### config.mk
export PLATFORM = sky130hd
export DESIGN_NAME = gps_acq_scheduler
export DESIGN_NICKNAME = d
export VERILOG_FILES = /design/src/rtl/gps_acq_scheduler.sv
export SDC_FILE = /design/constraint.sdc
export NUM_CORES = 1
export LEC_CHECK = 0
export CAP_MARGIN = 20
export CELL_PAD_IN_SITES_DETAIL_PLACEMENT = 1
export CELL_PAD_IN_SITES_GLOBAL_PLACEMENT = 1
export CORE_ASPECT_RATIO = 0.75
export CORE_MARGIN = 5
export CORE_UTILIZATION = 42
export CTS_BUF_LIST = sky130_fd_sc_hd__clkbuf_8
export DETAILED_ROUTE_END_ITERATION = 7
export PLACE_DENSITY = 0.94
export SYNTH_ARGS = -nofsm -noshare
export SYNTH_HDL_FRONTEND = slang
export SYNTH_SLANG_ARGS = --single-unit
export TNS_END_PERCENT = 50
### constraint.sdc
create_clock -name clk -period 7.9 [get_ports clk]
set_input_delay 1.185 -clock clk [delete_from_list [all_inputs] [get_ports clk]]
set_output_delay 1.185 -clock clk [all_outputs]
set_load 0.01 [all_outputs]
### src/rtl/gps_acq_scheduler.sv
// gps_acq_scheduler
//   Walks the enabled PRNs of a scan in ascending order. For each one it
//   launches a single correlator run, tracks the strongest bin reported by the
//   engine, and hands one result record to the CPU over a valid/ready pair.
//   The next PRN is launched only after the current record is accepted.
//
// Ports
//   clk, rst            clock; asynchronous active-high reset
//   start, abort        scan launch pulse (IDLE only) / level that forces IDLE
//   prn_mask, threshold scan configuration, captured on start
//   busy, done          scan in progress / one-cycle end-of-scan pulse
//   acq_start, acq_prn  engine launch pulse and PRN select (1..32)
//   corr_*, code_*,     per-bin completion from the engine and its bin data
//   doppler
//   search_complete     engine end-of-run level
//   result_*            per-PRN record and its valid/ready handshake
module gps_acq_scheduler #(
  parameter int CORR_BITS      = 12,
  parameter int TIMEOUT_CYCLES = 65535
) (
  input  logic                        clk,
  input  logic                        rst,
  input  logic                        start,
  input  logic                        abort,
  input  logic [31:0]                 prn_mask,
  input  logic [CORR_BITS-1:0]        threshold,
  output logic                        busy,
  output logic                        done,
  output logic                        acq_start,
  output logic [5:0]                  acq_prn,
  input  logic                        corr_complete,
  input  logic [CORR_BITS-1:0]        corr_value,
  input  logic [9:0]                  code_phase,
  input  logic [4:0]                  code_frac,
  input  logic signed [15:0]          doppler,
  input  logic                        search_complete,
  output logic                        result_valid,
  input  logic                        result_ready,
  output logic [5:0]                  result_prn,
  output logic [CORR_BITS-1:0]        result_peak,
  output logic [9:0]                  result_phase,
  output logic [4:0]                  result_frac,
  output logic signed [15:0]          result_doppler,
  output logic                        result_detected,
  output logic                        result_timeout
);

  localparam int WD_W = (TIMEOUT_CYCLES < 2) ? 1 : $clog2(TIMEOUT_CYCLES + 1);
  localparam logic [WD_W-1:0] WD_LAST = WD_W'(TIMEOUT_CYCLES - 1);
  localparam logic [CORR_BITS-1:0] HALF = {1'b1, {(CORR_BITS-1){1'b0}}};

  typedef enum logic [2:0] {
    S_IDLE, S_FIND, S_LAUNCH, S_SEARCH, S_REPORT, S_FINISH
  } state_t;

  // Distance of the integrator from its mid-scale zero; 2^(CORR_BITS-1) still fits.
  function automatic logic [CORR_BITS-1:0] bin_metric(input logic [CORR_BITS-1:0] v);
    logic [CORR_BITS-1:0] m;
    if (v >= HALF) m = v - HALF;
    else           m = HALF - v;
    return m;
  endfunction

  function automatic logic [5:0] lowest_prn(input logic [31:0] m);
    logic [5:0] p;
    p = '0;
    for (int i = 31; i >= 0; i--) begin
      if (m[i]) p = 6'(i + 1);
    end
    return p;
  endfunction

  state_t                      state_q, state_d;
  logic [31:0]                 pending_q, pending_d;
  logic [CORR_BITS-1:0]        thresh_q, thresh_d;
  logic [5:0]                  prn_q, prn_d;
  logic [4:0]                  prn_idx;
  logic [CORR_BITS-1:0]        best_q, best_d;
  logic [9:0]                  phase_q, phase_d;
  logic [4:0]                  frac_q, frac_d;
  logic signed [15:0]          dop_q, dop_d;
  logic [WD_W-1:0]             wdog_q, wdog_d;
  logic                        cc_prev_q, sc_prev_q;
  logic                        cc_edge, sc_edge;
  logic                        bin_vld_q, bin_vld_d;
  logic [CORR_BITS-1:0]        bin_met_q, bin_met_d;
  logic [9:0]                  bin_phase_q, bin_phase_d;
  logic [4:0]                  bin_frac_q, bin_frac_d;
  logic signed [15:0]          bin_dop_q, bin_dop_d;
  logic                        sc_pend_q, sc_pend_d;
  logic [CORR_BITS-1:0]        res_peak_q, res_peak_d;
  logic [9:0]                  res_phase_q, res_phase_d;
  logic [4:0]                  res_frac_q, res_frac_d;
  logic signed [15:0]          res_dop_q, res_dop_d;
  logic                        res_det_q, res_det_d;
  logic                        res_tmo_q, res_tmo_d;
  logic                        rep_go, rep_tmo;

  assign cc_edge = corr_complete & ~cc_prev_q;
  assign sc_edge = search_complete & ~sc_prev_q;
  assign prn_idx = 5'(prn_q - 6'd1);

  always_comb begin
    state_d     = state_q;
    pending_d   = pending_q;
    thresh_d    = thresh_q;
    prn_d       = prn_q;
    best_d      = best_q;
    phase_d     = phase_q;
    frac_d      = frac_q;
    dop_d       = dop_q;
    wdog_d      = wdog_q;
    bin_vld_d   = 1'b0;
    bin_met_d   = bin_met_q;
    bin_phase_d = bin_phase_q;
    bin_frac_d  = bin_frac_q;
    bin_dop_d   = bin_dop_q;
    sc_pend_d   = 1'b0;
    res_peak_d  = res_peak_q;
    res_phase_d = res_phase_q;
    res_frac_d  = res_frac_q;
    res_dop_d   = res_dop_q;
    res_det_d   = res_det_q;
    res_tmo_d   = res_tmo_q;
    rep_go      = 1'b0;
    rep_tmo     = 1'b0;

    case (state_q)
      S_IDLE: begin
        if (start) begin
          pending_d = prn_mask;
          thresh_d  = threshold;
          state_d   = S_FIND;
        end
      end
      S_FIND: begin
        if (pending_q == '0) begin
          state_d = S_FINISH;
        end else begin
          prn_d   = lowest_prn(pending_q);
          state_d = S_LAUNCH;
        end
      end
      S_LAUNCH: begin
        best_d  = '0;
        phase_d = '0;
        frac_d  = '0;
        dop_d   = '0;
        wdog_d  = '0;
        state_d = S_SEARCH;
      end
      S_SEARCH: begin
        // p1: commit the bin captured on the previous edge; strict > keeps the earliest tie.
        if (bin_vld_q && (bin_met_q > best_q)) begin
          best_d  = bin_met_q;
          phase_d = bin_phase_q;
          frac_d  = bin_frac_q;
          dop_d   = bin_dop_q;
        end
        // p0: capture the bin at its corr_complete rising edge.
        if (cc_edge) begin
          bin_vld_d   = 1'b1;
          bin_met_d   = bin_metric(corr_value);
          bin_phase_d = code_phase;
          bin_frac_d  = code_frac;
          bin_dop_d   = doppler;
          wdog_d      = '0;
        end else begin
          wdog_d = wdog_q + WD_W'(1);
        end
        // A run end arriving with a bin is deferred one cycle so that bin lands first.
        if (sc_pend_q) begin
          rep_go = 1'b1;
        end else if (sc_edge && cc_edge) begin
          sc_pend_d = 1'b1;
        end else if (sc_edge) begin
          rep_go = 1'b1;
        end else if (!cc_edge && (wdog_q == WD_LAST)) begin
          rep_go  = 1'b1;
          rep_tmo = 1'b1;
        end
        if (rep_go) begin
          state_d     = S_REPORT;
          res_peak_d  = best_d;
          res_phase_d = phase_d;
          res_frac_d  = frac_d;
          res_dop_d   = dop_d;
          res_tmo_d   = rep_tmo;
          res_det_d   = (best_d >= thresh_q) && !rep_tmo;
        end
      end
      S_REPORT: begin
        if (result_ready) begin
          pending_d[prn_idx] = 1'b0;
          state_d            = S_FIND;
        end
      end
      S_FINISH: state_d = S_IDLE;
      default:  state_d = S_IDLE;
    endcase

    if (abort) begin
      state_d   = S_IDLE;
      pending_d = '0;
      bin_vld_d = 1'b0;
      sc_pend_d = 1'b0;
    end
  end

  always_ff @(posedge clk or posedge rst) begin
    if (rst) begin
      state_q     <= S_IDLE;
      pending_q   <= '0;
      thresh_q    <= '0;
      prn_q       <= '0;
      best_q      <= '0;
      phase_q     <= '0;
      frac_q      <= '0;
      dop_q       <= '0;
      wdog_q      <= '0;
      cc_prev_q   <= 1'b0;
      sc_prev_q   <= 1'b0;
      bin_vld_q   <= 1'b0;
      bin_met_q   <= '0;
      bin_phase_q <= '0;
      bin_frac_q  <= '0;
      bin_dop_q   <= '0;
      sc_pend_q   <= 1'b0;
      res_peak_q  <= '0;
      res_phase_q <= '0;
      res_frac_q  <= '0;
      res_dop_q   <= '0;
      res_det_q   <= 1'b0;
      res_tmo_q   <= 1'b0;
    end else begin
      state_q     <= state_d;
      pending_q   <= pending_d;
      thresh_q    <= thresh_d;
      prn_q       <= prn_d;
      best_q      <= best_d;
      phase_q     <= phase_d;
      frac_q      <= frac_d;
      dop_q       <= dop_d;
      wdog_q      <= wdog_d;
      cc_prev_q   <= corr_complete;
      sc_prev_q   <= search_complete;
      bin_vld_q   <= bin_vld_d;
      bin_met_q   <= bin_met_d;
      bin_phase_q <= bin_phase_d;
      bin_frac_q  <= bin_frac_d;
      bin_dop_q   <= bin_dop_d;
      sc_pend_q   <= sc_pend_d;
      res_peak_q  <= res_peak_d;
      res_phase_q <= res_phase_d;
      res_frac_q  <= res_frac_d;
      res_dop_q   <= res_dop_d;
      res_det_q   <= res_det_d;
      res_tmo_q   <= res_tmo_d;
    end
  end

  assign busy            = (state_q != S_IDLE);
  assign done            = (state_q == S_FINISH);
  assign acq_start       = (state_q == S_LAUNCH);
  assign acq_prn         = prn_q;
  assign result_valid    = (state_q == S_REPORT);
  assign result_prn      = prn_q;
  assign result_peak     = res_peak_q;
  assign result_phase    = res_phase_q;
  assign result_frac     = res_frac_q;
  assign result_doppler  = res_dop_q;
  assign result_detected = res_det_q;
  assign result_timeout  = res_tmo_q;

endmodule

=== After elaboration in Yosys (flattened, before gate mapping) ===
Index checks and enable logic that the tools add are counted.

* Register bits: 204
* Latch bits: 0
* Memory bits (writable): 0
* Bits in read-only memories: 0
* Memories: 0

* Add/sub/neg operators: 4
* $mul: 0
* Divide/modulo/power cells: 0
* Order comparisons: 5
* Equality and inequality tests: 9
* Shift-type cells: 0
* Multiplexer cells: 72
* Bitwise gates (word level): 7
* Reduce and logical (&&, ||, !) cells: 18

{| class="wikitable"
|+ Operator list
! kind !! count
|-
| $mux W6 || 32
|-
| $mux W32 || 3
|-
| $pmux W16 S2 || 2
|-
| $pmux W32 S2 || 1
|-
| $mux W12 || 3
|-
| $and A32 B32 Y32 || 1
|-
| $logic_not A32 Y1 || 1
|-
| $mux W16 || 2
|-
| $not A32 Y32 || 1
|-
| $pmux W12 S2 || 1
|-
| $pmux W10 S2 || 1
|-
| $mux W1 || 17
|-
| $add A16 B1 Y16 const B || 1
|-
| $eq A16 B16 Y1 const B || 1
|-
| $mux W3 || 5
|-
| $pmux W3 S5 || 1
|-
| $ge A12 B12 Y1 || 1
|-
| $ge A12 B12 Y1 const B || 1
|-
| $gt A12 B12 Y1 || 1
|-
| $sub A12 B12 Y12 const A || 1
|-
| $sub A12 B12 Y12 const B || 1
|-
| $mux W10 || 1
|-
| $pmux W5 S2 || 1
|-
| $reduce_and A2 Y1 || 4
|-
| 18 further kinds || 31
|}

=== Logic depth before layout (Yosys ltp) ===
Gate-level depths: netlist of the first run.

* Depth after elaboration: 32
* Gate-level depth with buffers: 16

=== Least setup slack after synthesis of the first run ===
No wires, ideal clock.

* Kind: reg-to-reg
* From: register best_q[11]
* To: register res_det_q, in the netlist result_detected
* Library setup time: 0.120 ns
* Arrival time: 3.078 ns
* Slack: 4.702 ns
* Cell stages (with the launch flop): 17
* Period minus slack after synthesis: 3.198 ns
* Path through: dfrtp_1 > inv_1 > ha_1 > a21oi_1 > o21ai_0 > a2111o_1 > o21a_1 > buf_2 > clkbuf_1 > nand2_1 > nand2_1 > ha_1 > o21ai_0 > a21oi_1 > a221oi_1 > o21ai_0 > a31o_2

* Word-level cells in the longest chain between the ends: 6

{| class="wikitable"
|+ Ends and longest elaborated chain
! item !! RTL line !! RTL
|-
| start, declared || 78 || <nowiki>logic [CORR_BITS-1:0] best_q, best_d;</nowiki>
|-
| start signal, assigned || 240 || <nowiki>best_q <= best_d;</nowiki>
|-
| $gt A12 B12 Y1 || 154 || <nowiki>if (bin_vld_q && (bin_met_q > best_q)) begin</nowiki>
|-
| $logic_and A1 B1 Y1 || 154 ||
|-
| $mux W12 * || 154 ||
|-
| $mux W12 * || 128 || <nowiki>case (state_q)</nowiki>
|-
| $ge A12 B12 Y1 * || 189 || <nowiki>res_det_d = (best_d >= thresh_q) && !rep_tmo;</nowiki>
|-
| $logic_and A1 B1 Y1 * || 189 ||
|-
| end signal, assigned || 257 || <nowiki>res_det_q <= res_det_d;</nowiki>
|-
| end, declared || 95 || <nowiki>logic res_det_q, res_det_d;</nowiki>
|}

Mark *: on every way between the ends. The rest lies on a longest branch, timed or not. The select of a mux whose other input is x is not followed.
A chain may end at the register's enable or synchronous reset.

=== Worst setup path after layout of the first run ===
Same ends and word-level chain as after synthesis.

==> flow_metrics.env, run 1 <==
export IMPL_initial_core_util_pct=42.52
export IMPL_first_pass_iters=5
export IMPL_vias=8922
export IMPL_period_share_pct=51.27
export IMPL_synthCells=1063
export IMPL_final_cells=1528
export IMPL_place_ws_ns=4.067
export IMPL_fillers=2602
export IMPL_synthFlopType="dfrtp_1"
export IMPL_grt_setup_unrepaired="no"
export IMPL_grt_met1_usage_pct=32.22
export IMPL_maxSlewViolCount=0
export IMPL_first_iter_violations=675
export IMPL_worstHoldStart="wdog_q[5]$_DFFE_PP0P_"
export IMPL_post_dp_cell_area_sq_mm=0.01146
export IMPL_synth_fp_nets=1184
export IMPL_hold_end="wdog_q[5]$_DFFE_PP0P_"
export IMPL_yosys_area_top_type="dfrtp_1"
export IMPL_place_hpwl_um=20930
export IMPL_postLayoutCellArea_sq_mm=0.01224
export IMPL_seq_area_sq_mm=0.005105
export IMPL_setup_slack_ns=3.850
export IMPL_startpoint="best_q[11]$_DFFE_PP0P_"
export IMPL_use_met2_pct=39.06
export IMPL_yosysWarnings=0
export IMPL_synth_seq_area_share_pct=52.33
export IMPL_num_rows=48
export IMPL_area_growth_pct=25.47
export IMPL_ctsResizeCount=0
export IMPL_r2r_start="best_q[11]$_DFFE_PP0P_"
export IMPL_ant_nets=0
export IMPL_vdd_drop_max_mv=0.1308
export IMPL_setup_tns_final_ns=0
export IMPL_slew_headroom_pct=30.26
export IMPL_viasPerCell=5.839
export IMPL_die_area_sq_mm=0.02641
export IMPL_ys_ff_latch=204
export IMPL_yosysTopAreaCellShare_pct=52.33
export IMPL_reg2reg_depth=15
export IMPL_cts_sinks=204
export IMPL_power_mw=3.642
export IMPL_core_area_sq_mm=0.02294
export IMPL_cts_buffer_depth=3
export IMPL_root_buffer="clkbuf_8"
export IMPL_drcViolationCount=0
export IMPL_async_flop_share_pct=100.0
export IMPL_r2r_slack_ns=3.85
export IMPL_clkTransAtPathRegs_ns=0.07
export IMPL_hold_path_class="reg -> reg"
export IMPL_syn_area_per_cell_sq_um=9.177
export IMPL_fp_dieW_um=186.0
export IMPL_reg2reg_to="result_detected$_DFFE_PP0P_"
export IMPL_place_congestion=0.8883
export IMPL_grt_use_met3_pct=4.190
export IMPL_layout_nets=1323
export IMPL_cts_made_buffers=35
export IMPL_top_usage_layer="met2"
export IMPL_synth_edf_count=0
export IMPL_leakagePower_nw=5.654
export IMPL_routed_wl_um=32150
export IMPL_fmax_mhz=246.9
export IMPL_worst_slew_pin_slew_ns=1.046
export IMPL_final_layout_size_suffix_gt1_share_pct=6.367
export IMPL_multiInputGateArea_sq_mm=0.004209
export IMPL_drv_cap=0
export IMPL_arrival_ns=4.46
export IMPL_htreeDepth=2
export IMPL_dp_cells=1462
export IMPL_clk_insertion_delay_late_ns=0.53
export IMPL_synth_cell_types=62
export IMPL_required_ns=8.31
export IMPL_layout_common_cells="nand2_1, dfrtp_1, clkdlybuf4s50_1"
export IMPL_finalSetupViolCount=0
export IMPL_cts_tree="built"
export IMPL_overflow=0
export IMPL_power_density_mw_per_mm2=297.6
export IMPL_fin_skew_ns=0.02116
export IMPL_die_y_um=142.0
export IMPL_track_usage_pct=23.99
export IMPL_grt_max_degree=150
export IMPL_hold_violations=0
export IMPL_ios=155
export IMPL_outcome="finished clean"
export IMPL_fin_hold_ws_ns=0.4827
export IMPL_grt_first_pass_wirelength_um=51320
export IMPL_endpoint_kind="register"
export IMPL_post_route_util_pct=53.35
export IMPL_finalCriticalPeriod_ns=4.050
export IMPL_grt_pass1_vias=9506
export IMPL_cp_max_fo=34
export IMPL_synthTopCellsByArea="dfrtp_1, nand2_1, a22o_1, a21oi_1, o21ai_0"
export IMPL_hold_path_depth=1
export IMPL_final_common_cell="nand2_1"
export IMPL_netlist_area_sq_mm=0.009756
export IMPL_cts_setup_buffers=0
export IMPL_path_class="reg -> reg"
export IMPL_port_buffers=154
export IMPL_drt_wirelength_per_cell_um=21.04
export IMPL_startpoint_type="register"
export IMPL_ctsHoldBuffers=0
export IMPL_antenna_found_initial=4
per-layer routing:
| layer | share of wire, % | wire length [um] |
|---|---|---|
| met5 | 0.022 | 7 |
| met3 | 5.6 | 1811 |
| met4 | 3.8 | 1215 |
| met1 | 42 | 13440 |
| met2 | 49 | 15680 |
synth_stat cells (8+ instances only):
master and instances:
nand3_1 14, ha_1 27, dfrtp_1 204, nand4_1 8, a31oi_1 17, nor3_1 11
a21oi_1 89, nor2_1 80, o21ai_0 87, xnor2_1 9, clkbuf_1 39, a22o_1 77
buf_2 14, nand2_1 242, buf_4 10, inv_1 41, nand2b_1 9
state kept, by name, indices dropped and copies added (netlist names), 3 cells and up:
signal / flops
acq_prn: 6
best_q: 12
bin_dop_q: 16
bin_frac_q: 5
bin_met_q: 12
bin_phase_q: 10
dop_q: 16
frac_q: 5
pending_q: 32
phase_q: 10
result_doppler: 16
result_frac: 5
result_peak: 12
result_phase: 10
state_q: 3
thresh_q: 12
wdog_q: 16
worst max-delay path, cell delays in order (launching register included):
cell      delay (ns)
dfrtp_1         0.40
inv_1           0.07
ha_1            0.35
a21oi_1         0.26
o21ai_0         0.19
a2111o_1        0.48
o21a_1          0.34
buf_4           0.34
nand2_1         0.17
nand2_1         0.07
ha_1            0.20
nor3_1          0.16
o21ai_0         0.15
a221oi_1        0.31
o21ai_0         0.18
a31o_2          0.27
power breakdown:
part	total, mW	switching, mW	internal [mW]
Sequential	1.56	0.257	1.31
Combinational	1.10	0.579	0.521
Clock	0.978	0.445	0.534
Total	3.64	1.28	2.36
cells by family (layout without fill, tap and decap cells):
| family | after synthesis | in the layout | share of synthesized area [%] |
|---|---|---|---|
| other | 0 | 3 | 0 |
| buffers and inverters | 105 | 267 | 4.681 |
| AOI/OAI and AO/OA | 305 | 305 | 20.05 |
| DFF | 204 | 204 | 52.33 |
| xor gates and xnor gates | 12 | 12 | 1.077 |
| adders and majority gates | 27 | 27 | 3.463 |
| muxes | 3 | 3 | 0.3206 |
| and+or+nand+nor | 407 | 407 | 18.08 |
area by class of cell:
cell class	instances	share of cell area (%)
Sequential cell	204	41.70
Multi-Input combinational cell	754	34.39
Timing Repair Buffer	166	13.70
Clock buffer	44	4.947
Tap cell	300	3.067
Inverter	41	1.319
Clock inverter	16	0.8177
Antenna cell	3	0.06133
how the worst max path moves through the flow:
stage	end	slack [ns]	cells after the start
2_1_floorplan	acq_prn[0]$_DFFE_PP0P_	1.15	1
3_3_place_gp	result_detected$_DFFE_PP0P_	4.37	15
3_5_place_dp	result_detected$_DFFE_PP0P_	4.07	15
4_1_cts	result_detected$_DFFE_PP0P_	3.90	15
5_1_grt	result_detected$_DFFE_PP0P_	3.73	15
6_report	result_detected$_DFFE_PP0P_	3.85	15
Note: power is estimated with default switching activity, not from simulation.
==> run 2: changes to the inputs <==
==> constraint.sdc (replaced) <==
create_clock -name clk -period 3.9 [get_ports clk]
set_input_delay 0.585 -clock clk [delete_from_list [all_inputs] [get_ports clk]]
set_output_delay 0.585 -clock clk [all_outputs]
set_load 0.01 [all_outputs]
==> run 2 against run 1 <==
Routed wire length is 1.7% lower. Combinational power grew 100%. Hold slack lost 0.026 ns. Core utilization shrank 0.071 points.
==> flow_metrics.env, run 2 (same netlist as run 1, synthesis figures left out) <==
export IMPL_worstHoldStart="sc_pend_q$_DFF_PP0_"
export IMPL_path_buf_inv=1
export IMPL_grt_pass1_vias=9495
export IMPL_place_congestion=0.9030
export IMPL_finalCriticalPeriod_ns=3.703
export IMPL_overflow=0
export IMPL_clk_insertion_delay_late_ns=0.53
export IMPL_hold_path_class="reg -> reg"
export IMPL_cp_max_fo=3
export IMPL_core_area_sq_mm=0.02294
export IMPL_layout_nets=1330
export IMPL_initial_core_util_pct=42.52
export IMPL_top_register="pending_q"
export IMPL_reg2reg_to="result_detected$_DFFE_PP0P_"
export IMPL_post_route_util_pct=53.28
export IMPL_htreeDepth=2
export IMPL_power_mw=7.238
export IMPL_drcViolationCount=0
export IMPL_power_density_mw_per_mm2=592.1
export IMPL_vias=8791
export IMPL_slew_headroom_pct=30.17
export IMPL_cp_slowest_cell="a2111o_1"
export IMPL_cts_buffer_depth=3
export IMPL_cts_sinks=204
export IMPL_track_usage_pct=23.48
export IMPL_ctsHoldBuffers=0
export IMPL_hold_violations=0
export IMPL_first_iter_violations=727
export IMPL_arrival_ns=4.10
export IMPL_routed_wl_um=31610
export IMPL_reg2reg_depth=14
export IMPL_maxSlewViolCount=0
export IMPL_hold_end="sc_pend_q$_DFF_PP0_"
export IMPL_diodes=0
export IMPL_die_y_um=142.0
export IMPL_startpoint="best_q[11]$_DFFE_PP0P_"
export IMPL_first_pass_iters=5
export IMPL_cp_cell_sequence="inv_1 > ha_1 > a21oi_1 > o21ai_0 > a2111o_1 > o21a_1 > mux2i_1 > ha_1 > nand2b_1 > a21o_1 > a21o_1 > a21oi_1 > o21ai_1 > a31o_2"
export IMPL_startpoint_type="register"
export IMPL_setup_tns_final_ns=0
export IMPL_fin_hold_ws_ns=0.4572
export IMPL_fin_skew_ns=0.04061
export IMPL_r2r_slack_ns=0.20
export IMPL_grt_setup_unrepaired="no"
export IMPL_root_buffer="clkbuf_8"
export IMPL_clkTransAtPathRegs_ns=0.06
export IMPL_critPathTopFamily="compound AO/OA/AOI/OAI gates"
export IMPL_final_common_cell="nand2_1"
export IMPL_outcome="finished clean"
export IMPL_worst_slew_pin_slew_ns=1.047
export IMPL_port_buffers=154
export IMPL_num_rows=48
export IMPL_antenna_found_initial=0
export IMPL_viasPerCell=5.735
export IMPL_drt_wirelength_per_cell_um=20.62
export IMPL_area_growth_pct=25.30
export IMPL_fp_dieW_um=186.0
export IMPL_required_ns=4.29
export IMPL_drv_cap=0
export IMPL_r2r_start="best_q[11]$_DFFE_PP0P_"
export IMPL_final_layout_size_suffix_gt1_share_pct=6.569
export IMPL_ant_nets=0
export IMPL_cts_tree="built"
export IMPL_layout_common_cells="nand2_1, dfrtp_1, clkdlybuf4s50_1"
export IMPL_period_share_pct=94.95
export IMPL_grt_first_pass_wirelength_um=50270
export IMPL_grt_max_degree=178
export IMPL_largest_register_ffs=32
export IMPL_vdd_drop_max_mv=0.2871
export IMPL_slowest_delay_ns=0.47
export IMPL_ios=155
export IMPL_dp_cells=1467
export IMPL_place_hpwl_um=21140
export IMPL_fmax_mhz=270.0
export IMPL_endpoint_kind="register"
export IMPL_cts_made_buffers=35
export IMPL_die_area_sq_mm=0.02641
export IMPL_hold_path_depth=1
export IMPL_final_cells=1533
export IMPL_leakagePower_nw=5.675
export IMPL_finalSetupViolCount=0
export IMPL_path_class="reg -> reg"
-- run 2: changes by cell type in the layout (fill, tap and decap cells not counted), moves of 2 or more --
cell	delta
buf_4	+8
clkinv_2	-2
o21ai_0	-2
diode_2	-3
o21ai_1	+2
inv_1	+6
-- run 2: area by class of cell --
cell class              count  area, sq um
clock buffers              43        591.8
clock inverters            18        76.32
fillers                  2605        10720
inverters                  41        157.7
multi-input cells         754         4214
flip-flops and latches    204         5105
well taps                 300        375.4
repair buffers            173         1704
-- run 2: power breakdown --
group	total [mW]	internal, mW	switching [mW]	leakage (nW)
Clock	1.86	0.993	0.869	0.399
Sequential	3.14	2.65	0.489	2.69
Combinational	2.24	1.06	1.18	2.59
-- run 2: worst max path at each step --
stage                                             end  slack, ns  cells past startpoint
after detailed placement  result_detected$_DFFE_PP0P_       0.17                     15
after global routing      result_detected$_DFFE_PP0P_      0.001                     15
after CTS                 result_detected$_DFFE_PP0P_      0.006                     15
after floorplan                acq_prn[0]$_DFFE_PP0P_       0.67                      1
after global placement    result_detected$_DFFE_PP0P_       0.43                     15
final                     result_detected$_DFFE_PP0P_       0.20                     14
-- run 2: per-layer routing --
| layer | part of all wire, % | track usage (%) |
|---|---|---|
| met4 | 3.1 | 7.474 |
| met5 | 0 | 0 |
| met3 | 5.3 | 3.935 |
| met2 | 50 | 39.57 |
| met1 | 42 | 31.20 |
-- run 2: worst reg2reg max path: stages (launching register included) --
cell	delay [ns]
dfrtp_1	0.39
inv_1	0.06
ha_1	0.33
a21oi_1	0.21
o21ai_0	0.14
a2111o_1	0.47
o21a_1	0.24
mux2i_1	0.33
ha_1	0.30
nand2b_1	0.14
a21o_1	0.18
a21o_1	0.18
a21oi_1	0.23
o21ai_1	0.12
a31o_2	0.26
-- run 2: per-stage QoR --
stage | setup WS, ns | instance area, sq um
2_1_floorplan | 0.6707 | 9759
3_3_place_gp | 0.4308 | 11510
3_5_place_dp | 0.1722 | 11510
4_1_cts | 0.005863 | 12170
5_1_grt | 0.001317 | 12220
6_report | 0.1968 | 12220
-- run 2: repair_timing --
action                                  4_1_cts  5_1_grt
setup buffers                                 0        5
endpoints found under the setup margin        0        1
resized for setup                             0        6
==> run 3: changes to the inputs <==
==> constraint.sdc (replaced) <==
create_clock -name clk -period 4.12 [get_ports clk]
set_input_delay 0.618 -clock clk [delete_from_list [all_inputs] [get_ports clk]]
set_output_delay 0.618 -clock clk [all_outputs]
set_load 0.01 [all_outputs]
==> run 3 against run 2 <==
Sequential power fell by 5%. Largest cell class unchanged. Via count grew 1.2%. First-iteration DRC count down 4.4%. Critical path depth did not move. Highest routed layer unchanged.
==> flow_metrics.env, run 3 (same netlist as run 1, synthesis figures left out) <==
export IMPL_clkPwrFrac_pct=26.8
export IMPL_final_common_cell="nand2_1"
export IMPL_root_buffer="clkbuf_8"
export IMPL_clkTransAtPathRegs_ns=0.06
export IMPL_core_area_sq_mm=0.02294
export IMPL_crit_cells=14
export IMPL_vias=8899
export IMPL_ant_nets=0
export IMPL_diodes=0
export IMPL_p_sw_mw=2.457
export IMPL_top_register="pending_q"
export IMPL_num_rows=48
export IMPL_viasPerCell=5.839
export IMPL_track_usage_pct=24.30
export IMPL_hold_path_class="reg -> reg"
export IMPL_place_congestion=0.9052
export IMPL_cp_endpoint="result_detected$_DFFE_PP0P_"
export IMPL_r2r_start="best_q[11]$_DFFE_PP0P_"
export IMPL_place_ws_ns=0.5217
export IMPL_maxSlewViolCount=0
export IMPL_cp_cell_sequence="inv_1 > ha_1 > a21oi_1 > o21ai_0 > a2111o_1 > o21a_1 > mux2i_1 > ha_1 > nand2b_1 > a21o_1 > a21o_1 > a21oi_1 > o21ai_0 > a31o_2"
export IMPL_path_class="reg -> reg"
export IMPL_port_buffers=154
export IMPL_ios=155
export IMPL_combPwrFrac_pct=30.4
export IMPL_cp_max_fo=12
export IMPL_die_y_um=142.0
export IMPL_finalSetupViolCount=0
export IMPL_startpoint_type="register"
export IMPL_drcViolationCount=0
export IMPL_antenna_found_initial=0
export IMPL_fin_hold_ws_ns=0.4616
export IMPL_period_share_pct=91.99
export IMPL_initial_core_util_pct=42.52
export IMPL_power_density_mw_per_mm2=570.9
export IMPL_die_area_sq_mm=0.02641
export IMPL_fp_dieW_um=186.0
export IMPL_arrival_ns=4.20
export IMPL_first_pass_iters=5
export IMPL_cts_setup_buffers=0
export IMPL_reg2reg_depth=14
export IMPL_cp_slowest_cell="a2111o_1"
export IMPL_cts_tree="built"
export IMPL_leakagePower_nw=5.652
export IMPL_slew_headroom_pct=33.17
export IMPL_clk_insertion_delay_late_ns=0.55
export IMPL_finalCriticalPeriod_ns=3.790
export IMPL_first_iter_violations=695
export IMPL_final_layout_size_suffix_gt1_share_pct=6.291
export IMPL_drt_wirelength_per_cell_um=21.39
export IMPL_largest_register_ffs=32
export IMPL_internal_power_mw=4.526
export IMPL_hold_violations=0
export IMPL_ctsResizeCount=0
export IMPL_r2r_slack_ns=0.33
export IMPL_overflow=0
export IMPL_cts_made_buffers=35
export IMPL_vdd_drop_max_mv=0.2357
export IMPL_reg2reg_to="result_detected$_DFFE_PP0P_"
export IMPL_cts_sinks=204
export IMPL_layout_nets=1325
export IMPL_drv_cap=0
export IMPL_cts_buffer_depth=3
export IMPL_area_growth_pct=25.39
export IMPL_place_hpwl_um=21520
export IMPL_grt_first_pass_wirelength_um=51930
export IMPL_grt_pass1_vias=9709
export IMPL_startpoint="best_q[11]$_DFFE_PP0P_"
export IMPL_grt_max_degree=76
export IMPL_grt_setup_unrepaired="no"
export IMPL_fin_skew_ns=0.04482
export IMPL_setup_slack_ns=0.3298
export IMPL_ctsHoldBuffers=0
export IMPL_layout_common_cells="nand2_1, dfrtp_1, clkdlybuf4s50_1"
export IMPL_worst_slew_pin_slew_ns=1.002
export IMPL_required_ns=4.53
export IMPL_fmax_mhz=263.8
export IMPL_slowest_delay_ns=0.46
export IMPL_critPathTopFamily="compound AO/OA/AOI/OAI gates"
export IMPL_endpoint_kind="register"
export IMPL_outcome="finished clean"
export IMPL_setup_tns_final_ns=0
export IMPL_path_buf_inv=1
export IMPL_sequentialPowerShare_pct=42.8
export IMPL_routed_wl_um=32600
export IMPL_switching_share_pct=35.19
export IMPL_htreeDepth=2
==> run 3: routing by layer <==
| metal | part of all wire [%] | vias to the layer above | GRT usage, % |
|---|---|---|---|
| met3 | 5.2 | 109 | 4.522 |
| met2 | 48 | 335 | 40.48 |
| met1 | 42 | 4497 | 31.53 |
| li1 | - | 3958 | - |
| met4 | 4.3 | 0 | 9.774 |
| met5 | 0 | - | 0 |
==> run 3: final cells by class <==
cell class / count / area (sq um)
Clock buffer: 44 / 605.6
Clock inverter: 13 / 83.83
Fill cell: 2584 / 10710
Inverter: 41 / 157.7
Multi-Input combinational cell: 754 / 4209
Sequential cell: 204 / 5105
Tap cell: 300 / 375.4
Timing Repair Buffer: 168 / 1697
==> run 3: worst min path at each step <==
stage / end / slack (ns) / depth (start not counted) / from
after floorplan: sc_pend_q$_DFF_PP0_ / 0.42 / 1 / sc_pend_q$_DFF_PP0_
after global placement: sc_pend_q$_DFF_PP0_ / 0.44 / 1 / sc_pend_q$_DFF_PP0_
after detailed placement: sc_pend_q$_DFF_PP0_ / 0.44 / 1 / sc_pend_q$_DFF_PP0_
after CTS: sc_pend_q$_DFF_PP0_ / 0.45 / 1 / sc_pend_q$_DFF_PP0_
after global routing: sc_pend_q$_DFF_PP0_ / 0.48 / 1 / sc_pend_q$_DFF_PP0_
final: sc_pend_q$_DFF_PP0_ / 0.46 / 1 / sc_pend_q$_DFF_PP0_
==> run 3: power by group through the flow <==
stage,Combinational (mW),Clock (mW),Sequential (mW)
CTS,2.13,1.89,2.98
finish,2.12,1.87,2.99
global placement,1.97,0,2.96
floorplan,1.06,0,2.94
global route,2.32,2.00,3.04
detailed placement,2.09,0,3.01
==> run 3: through the flow <==
stage               std cells  util (%)  power, mW  instance area (sq um)
floorplan                1063         -      3.999                   9759
global placement         1466     50.23      4.935                  11520
detailed placement       1466     50.23      5.095                  11520
CTS                      1523     53.23      7.002                  12210
global route             1524     53.32      7.358                  12230
finish                   1524     53.32      6.983                  12230
